==> src/rtl/multicycle_control.sv <==
// -----------------------------------------------------------------------------
// multicycle_control
//
// Control unit for the 32-bit multicycle processor. A Moore state machine walks
// each instruction through fetch, decode, execute, memory and writeback
// cycles. It drives every datapath mux select and write enable, and produces
// the 3-bit ALU operation code.
//
// Ports
//   clk        in   rising-edge clock shared with the datapath
//   rst_n      in   asynchronous active-low reset
//   Op         in   instruction[31:26] from the instruction register
//   Funct      in   instruction[5:0] from the instruction register
//   Zero       in   combinational zero flag from the ALU
//   IorD       out  memory address select (0 = PC, 1 = ALUOut)
//   MemWrite   out  data memory write enable
//   IRWrite    out  instruction register load
//   PCEn       out  PC load = PCWrite | (Branch & Zero)
//   RegDst     out  write register select (0 = rt, 1 = rd)
//   MemtoReg   out  writeback data select (0 = ALUOut, 1 = memory data)
//   RegWrite   out  register file write enable
//   ALUSrcA    out  ALU A source (0 = PC, 1 = A register)
//   ALUSrcB    out  ALU B source (00 B, 01 4, 10 signext imm, 11 imm<<2)
//   PCSrc      out  next-PC select (00 ALUResult, 01 ALUOut, 10 jump target)
//   ALUControl out  ALU operation (000 AND, 001 OR, 010 ADD, 110 SUB, 111 SLT)
// -----------------------------------------------------------------------------
module multicycle_control (
   input  logic       clk,
   input  logic       rst_n,
   input  logic [5:0] Op,
   input  logic [5:0] Funct,
   input  logic       Zero,
   output logic       IorD,
   output logic       MemWrite,
   output logic       IRWrite,
   output logic       PCEn,
   output logic       RegDst,
   output logic       MemtoReg,
   output logic       RegWrite,
   output logic       ALUSrcA,
   output logic [1:0] ALUSrcB,
   output logic [1:0] PCSrc,
   output logic [2:0] ALUControl
);

   // State encoding
   localparam logic [3:0] FETCH    = 4'd0;
   localparam logic [3:0] DECODE   = 4'd1;
   localparam logic [3:0] MEMADR   = 4'd2;
   localparam logic [3:0] MEMRD    = 4'd3;
   localparam logic [3:0] MEMWB    = 4'd4;
   localparam logic [3:0] MEMWR    = 4'd5;
   localparam logic [3:0] EXECUTE  = 4'd6;
   localparam logic [3:0] ALUWB    = 4'd7;
   localparam logic [3:0] BRANCH   = 4'd8;
   localparam logic [3:0] ADDIEXEC = 4'd9;
   localparam logic [3:0] ADDIWB   = 4'd10;
   localparam logic [3:0] JUMP     = 4'd11;

   // Opcodes
   localparam logic [5:0] OP_RTYPE = 6'b000000;
   localparam logic [5:0] OP_LW    = 6'b100011;
   localparam logic [5:0] OP_SW    = 6'b101011;
   localparam logic [5:0] OP_BEQ   = 6'b000100;
   localparam logic [5:0] OP_ADDI  = 6'b001000;
   localparam logic [5:0] OP_J     = 6'b000010;

   // R-type function codes
   localparam logic [5:0] FN_ADD   = 6'b100000;
   localparam logic [5:0] FN_SUB   = 6'b100010;
   localparam logic [5:0] FN_AND   = 6'b100100;
   localparam logic [5:0] FN_OR    = 6'b100101;
   localparam logic [5:0] FN_SLT   = 6'b101010;

   // ALU operation codes
   localparam logic [2:0] ALU_AND  = 3'b000;
   localparam logic [2:0] ALU_OR   = 3'b001;
   localparam logic [2:0] ALU_ADD  = 3'b010;
   localparam logic [2:0] ALU_SUB  = 3'b110;
   localparam logic [2:0] ALU_SLT  = 3'b111;

   logic [3:0] state_q, state_d;

   // Raw (pre-reset-gating) enables decoded from the state
   logic ir_write_raw;
   logic pc_write;
   logic branch;
   logic mem_write_raw;
   logic reg_write_raw;

   logic [2:0] alu_funct;

   // --------------------------------------------------------------------------
   // State register
   // --------------------------------------------------------------------------
   always_ff @(posedge clk or negedge rst_n) begin
      if (!rst_n) begin
         state_q <= FETCH;
      end else begin
         state_q <= state_d;
      end
   end

   // --------------------------------------------------------------------------
   // Next-state logic. Op is only consulted in DECODE and MEMADR.
   // --------------------------------------------------------------------------
   always_comb begin
      state_d = FETCH;
      case (state_q)
         FETCH: state_d = DECODE;
         DECODE: begin
            case (Op)
               OP_LW, OP_SW: state_d = MEMADR;
               OP_RTYPE:     state_d = EXECUTE;
               OP_BEQ:       state_d = BRANCH;
               OP_ADDI:      state_d = ADDIEXEC;
               OP_J:         state_d = JUMP;
               // Unknown opcode: drop the instruction and refetch.
               default:      state_d = FETCH;
            endcase
         end
         // Only lw and sw reach MEMADR, so anything other than lw is a store.
         MEMADR:   state_d = (Op == OP_LW) ? MEMRD : MEMWR;
         MEMRD:    state_d = MEMWB;
         EXECUTE:  state_d = ALUWB;
         ADDIEXEC: state_d = ADDIWB;
         MEMWB, MEMWR, ALUWB, ADDIWB, BRANCH, JUMP: state_d = FETCH;
         // Unused encodings recover to FETCH.
         default:  state_d = FETCH;
      endcase
   end

   // --------------------------------------------------------------------------
   // R-type funct decode. Unknown functs fall back to add and still write back.
   // --------------------------------------------------------------------------
   always_comb begin
      alu_funct = ALU_ADD;
      case (Funct)
         FN_ADD:  alu_funct = ALU_ADD;
         FN_SUB:  alu_funct = ALU_SUB;
         FN_AND:  alu_funct = ALU_AND;
         FN_OR:   alu_funct = ALU_OR;
         FN_SLT:  alu_funct = ALU_SLT;
         default: alu_funct = ALU_ADD;
      endcase
   end

   // --------------------------------------------------------------------------
   // Moore output decode
   // --------------------------------------------------------------------------
   always_comb begin
      ir_write_raw  = 1'b0;
      pc_write      = 1'b0;
      branch        = 1'b0;
      mem_write_raw = 1'b0;
      reg_write_raw = 1'b0;
      IorD          = 1'b0;
      RegDst        = 1'b0;
      MemtoReg      = 1'b0;
      ALUSrcA       = 1'b0;
      ALUSrcB       = 2'b00;
      PCSrc         = 2'b00;
      ALUControl    = ALU_ADD;
      case (state_q)
         FETCH: begin
            // PC + 4 straight from the ALU result into the PC
            ir_write_raw = 1'b1;
            pc_write     = 1'b1;
            ALUSrcB      = 2'b01;
         end
         DECODE: begin
            // Precompute the branch target into ALUOut
            ALUSrcB = 2'b11;
         end
         MEMADR, ADDIEXEC: begin
            ALUSrcA = 1'b1;
            ALUSrcB = 2'b10;
         end
         MEMRD: begin
            IorD = 1'b1;
         end
         MEMWB: begin
            reg_write_raw = 1'b1;
            MemtoReg      = 1'b1;
         end
         MEMWR: begin
            IorD          = 1'b1;
            mem_write_raw = 1'b1;
         end
         EXECUTE: begin
            ALUSrcA    = 1'b1;
            ALUControl = alu_funct;
         end
         ALUWB: begin
            reg_write_raw = 1'b1;
            RegDst        = 1'b1;
         end
         BRANCH: begin
            // Compare A and B; target taken from ALUOut computed in DECODE
            ALUSrcA    = 1'b1;
            ALUControl = ALU_SUB;
            PCSrc      = 2'b01;
            branch     = 1'b1;
         end
         ADDIWB: begin
            reg_write_raw = 1'b1;
         end
         JUMP: begin
            pc_write = 1'b1;
            PCSrc    = 2'b10;
         end
         default: ;
      endcase
   end

   // Enables are held off for the whole reset interval, independent of the
   // clock, so no write can slip through while the state is being forced.
   assign IRWrite  = rst_n & ir_write_raw;
   assign MemWrite = rst_n & mem_write_raw;
   assign RegWrite = rst_n & reg_write_raw;
   assign PCEn     = rst_n & (pc_write | (branch & Zero));

endmodule

==> config.mk <==
export PLATFORM = sky130hd
export DESIGN_NAME = multicycle_control
export DESIGN_NICKNAME = d
export VERILOG_FILES = /design/src/rtl/multicycle_control.sv
export SDC_FILE = /design/constraint.sdc
export NUM_CORES = 1
export LEC_CHECK = 0
export BUFFER_PORTS_ARGS = -buffer_cell sky130_fd_sc_hd__buf_2
export CAP_MARGIN = 40
export CORE_AREA = 2 2 39 41
export CTS_BUF_LIST = sky130_fd_sc_hd__clkbuf_8
export DETAILED_ROUTE_END_ITERATION = 8
export DIE_AREA = 0 0 41 43
export PLACE_DENSITY = 0.7
export SYNTH_ARGS = -nofsm -noshare
export SYNTH_HDL_FRONTEND = slang
export SYNTH_SLANG_ARGS = --single-unit
==> constraint.sdc <==
create_clock -name clk -period 1.7 [get_ports clk]
set_input_delay 0.085 -clock clk [delete_from_list [all_inputs] [get_ports clk]]
set_output_delay 0.085 -clock clk [all_outputs]
set_load 0.005 [all_outputs]
Word-level counts from Yosys, hierarchy flattened
Cells that the tools add are included.

storage, ports and cells
  register bits after elaboration = 4
  output and inout port bits = 15
  word-level logic and storage cells = 51
  input bits = 15

operators by class
  bitwise gates (word level) = 6
  reduce and logical (&&, ||, !) cells = 8
  muxes and demuxes = 16
  eq/ne operators = 20

operators by type and width
  cell                number
  $eq 6x6->1 const B  6
  $pmux 4 s6          1
  $pmux 4 s5          1
  $eq 4x3->1 const B  4
  $eq 4x4->1 const B  4
  $pmux 3 s4          1
  $mux 1              9
  $eq 4x2->1 const B  2
  $reduce_or 2->1     4
  $eq 6x2->1 const B  1
  $eq 6x3->1 const B  1
  $eq 6x4->1 const B  1
  $logic_not 6->1     1
  $pmux 2 s3          1
  $pmux 3 s2          1
  $and 1x1->1         5
  $eq 4x1->1 const B  1
  $logic_not 4->1     1
  $pmux 2 s2          1
  $reduce_or 4->1     1
  $mux 3              1
  $reduce_or 3->1     1
  $or 1x1->1          1

Logic depth before layout (Yosys ltp)
  depth after elaboration = 5
  gate-level depth with buffers = 4
  mapped depth without buffers = 3

Worst setup path after synthesis
No wires, ideal clock.

  path type = register -> output
  start = reg state_q[1]
  end = out PCEn
  stages on the path, launching flop included = 5
  arrival = 1.192 ns
  path buffers = 1
  required time = 1.615 ns
  slack = 0.423 ns
  cells stage by stage = dfrtp_1 buf_2 nor2_1 nor4b_1 o21bai_1

on the way
  cells in the longest elaborated chain, start to end = 5
  elaborated cells on any way between the ends = 9

RTL lines
  element                                                     line      source
  start: declaration                                          82        logic [3:0] state_q, state_d;
  start signal: assignment                                    100       state_q <= state_d;
  $eq 4x4->1 or $logic_not 4->1 (tied branches)               164       case (state_q)
  $reduce_or 2->1 (no source line) or $mux 1 (tied branches)  -
  $mux 1 or $and 1x1->1 (tied branches)                       164, 221
  $or 1x1->1 *                                                221       assign PCEn = rst_n & (pc_write | (branch & Zero));
  $and 1x1->1 *                                               221
  end: declaration                                            36        output logic PCEn,

Mark *: on every way between the ends. The rest lies on a longest branch, timed or not.

Worst setup path in the final report
  start = reg state_q[1]
  end = out RegWrite

on the way
  cells in the longest elaborated chain, start to end = 4
  elaborated cells on any way between the ends = 6

RTL lines
  element                                   line  source
  $eq 4x4->1 or $eq 4x3->1 (tied branches)  164
  $reduce_or 3->1 (no source line) *        -
  $mux 1 *                                  164
  $and 1x1->1 *                             220   assign RegWrite = rst_n & reg_write_raw;
  end: declaration                          39    output logic RegWrite,

Marks and branches as above.

==> impl_metrics.tcl <==
set metrics [dict create \
    cts_inserted_buffers 3 \
    fin_crit_ns 1.63 \
    ys_seq_area_frac 0.203 \
    r2r_slack_ns 0.38 \
    clock-sinks 4 \
    vias 606 \
    fin_setup_tns_ns 0 \
    regToRegEndpoint "state_q[1]" \
    reg_top3 "state_q (4)" \
    final_cell_mix "buf_2, nor2_1, nand2_1, nor3_1" \
    worst_slew_pin_slew_ns 0.405 \
    ys_ff_latch 4 \
    final_nets 115 \
    mostFrequentLayoutCell "buf_2" \
    synth_warnings 0 \
    wl_met1_um 563 \
    hold_viol 0 \
    grt_max_degree 14 \
    largest_reg_flops 4 \
    htree_levels 1 \
    reg2reg_from "state_q[2]" \
    ir_drop_mv 0.701 \
    wl_per_cell_um 11.9 \
    dieHeight_um 43 \
    async_flop_share 1.00 \
    ant_nets 0 \
    power.total_mw 0.688 \
    synth_cell_types 37 \
    drtIter0Drc 4 \
    relSlewSlack 0.728 \
    grt_pass1_vias 528 \
    finClkSkew_ns 0.00853 \
    num_antenna_cells 0 \
    start_util 0.356 \
    seq_area_um2 101 \
    cts_max_path_buffers 2 \
    regMostFlops "state_q" \
    drive_above_1_share 0.439 \
    vias_per_cell 5.32 \
    place_congestion 0.763 \
    ff2ff_path_depth 4 \
    cp_max_fo 11 \
    routed-wl-met3_um 138 \
    grt_overflow_total 0 \
    setup_viol 0 \
    dr.pass1.iters 4 \
    areaGrowthSynthToFinish_pct 47.7 \
    clockRootBuffer "clkbuf_8" \
    top_layer "met4" \
    dieArea_um2 1760 \
    fin_crit_sh 0.961 \
    drt-total-wl_mm 1.36 \
    drc 0 \
    rows 14 \
    cts.clk_slew.worst_paths_ns 0.03 \
    rsz0062_at_grt "no" \
    portBuffers 29 \
    antenna_found_initial 0 \
    met2_length_um 620 \
    leakage_nw 0.358 \
    synthFlopType "dfrtp_1" \
    hold_path.class "input port to flop" \
    syn_inst 65 \
    worstPathArrival_ns 1.55 \
    synth-edff-count 0 \
    syn_nets 80 \
    cap_violations 0 \
    clock_latency_ns 0.23 \
    yosys.area.top_type "dfrtp_1" \
    core_area_um2 1380 \
    cp-end-kind "primary output" \
    multiInputGateArea_um2 369 \
    grt_pass1_wl_mm 2.08 \
    drv_slew 0 \
    fp.dieW_um 41 \
    path_class "flop to primary output" \
    yosysTopAreaCellShare 0.203 \
    dp_hpwl_mm 1.01 \
    cp-start-kind "flop" \
    cts_tree "yes" \
    avgSynthCellArea_um2 7.58 \
    synth.area.top_cells "dfrtp_1, nor3_1, a21oi_1, nand2_1, nor2_1" \
    p_per_area_nw_per_um2 944 \
    worstSetupStartpoint "state_q[1]" \
    critical_path_required_ns 1.62 \
    ios 30 \
    cp-endpoint "RegWrite" \
    fillers 142 \
    max_freq_mhz 612 \
    grt_usage 0.177 \
    outcome "complete, no violations" \
    netlist_area_um2 493 \
]
==> Yosys cell counts, drive strengths merged (2+ instances only) <==
cell	instances
nand2	5
nor2	5
nor3	5
a21oi	4
dfrtp	4
buf	3
inv	3
and3	2
nor3b	2
nor4	2
nor4b	2
o211ai	2
o21ai	2
xor2	2
==> metal layers <==
| metal | vias up | global-route usage |
|---|---|---|
| met5 | - | 0 |
| met3 | 4 | 0.0785 |
| met2 | 27 | 0.269 |
| met1 | 259 | 0.195 |
| li1 | 316 | - |
| met4 | 0 | 0.100 |
==> kinds of logic (layout without fill, tap and decap cells) <==
family          Yosys count  in the layout  synth area share
buf+inv                   7             40            0.0609
flops                     4              4             0.203
xor+xnor                  3              3            0.0533
compound gates           16             16             0.241
simple gates             35             35             0.442
==> worst max-delay path, stage by stage (launching register included) <==
cell and delay [ns]:
dfrtp_2 0.47, or3b_2 0.48, a21oi_1 0.16, o21a_1 0.12
buf_2 0.10
==> worst min-delay path by stage <==
stage	from	endpoint	depth (start not counted)
3_5_place_dp	rst_n	state_q[2]	1
5_1_grt	rst_n	state_q[0]	2
3_3_place_gp	rst_n	state_q[2]	1
6_report	Op[4]	state_q[3]	4
4_1_cts	Op[4]	state_q[3]	4
2_1_floorplan	rst_n	state_q[0]	0
==> per-stage QoR <==
stage               instance area, um^2  cells  hold slack [ns]  setup slack [ns]  utilization
floorplan                           493     65           -0.211             0.423            -
global placement                    662    109          -0.0872             0.212        0.478
CTS                                 714    113            0.198            0.0312        0.516
finish                              728    114            0.213            0.0661        0.526
global route                        728    114            0.259            0.0107        0.526
detailed placement                  662    109          -0.0827             0.218        0.478
==> layout make-up <==
type | count | area share
Multi-Input combinational cell | 54 | 0.507
Inverter | 3 | 0.0155
Clock buffer | 3 | 0.0567
Timing Repair Buffer | 34 | 0.254
Sequential cell | 4 | 0.139
Tap cell | 16 | 0.0275
==> report_power, final <==
group	switching (mW)	internal [mW]
logic	0.164	0.167
clock network	0.0564	0.152
registers	0.0312	0.118
==> timing repair <==
action	4_1_cts	5_1_grt
resized for setup	1	1
hold endpoints to repair	4	0
endpoints found under the setup margin	3	2
buffers inserted	0	1
hold buffers	1	0
Power figures use the tool's default switching activity.
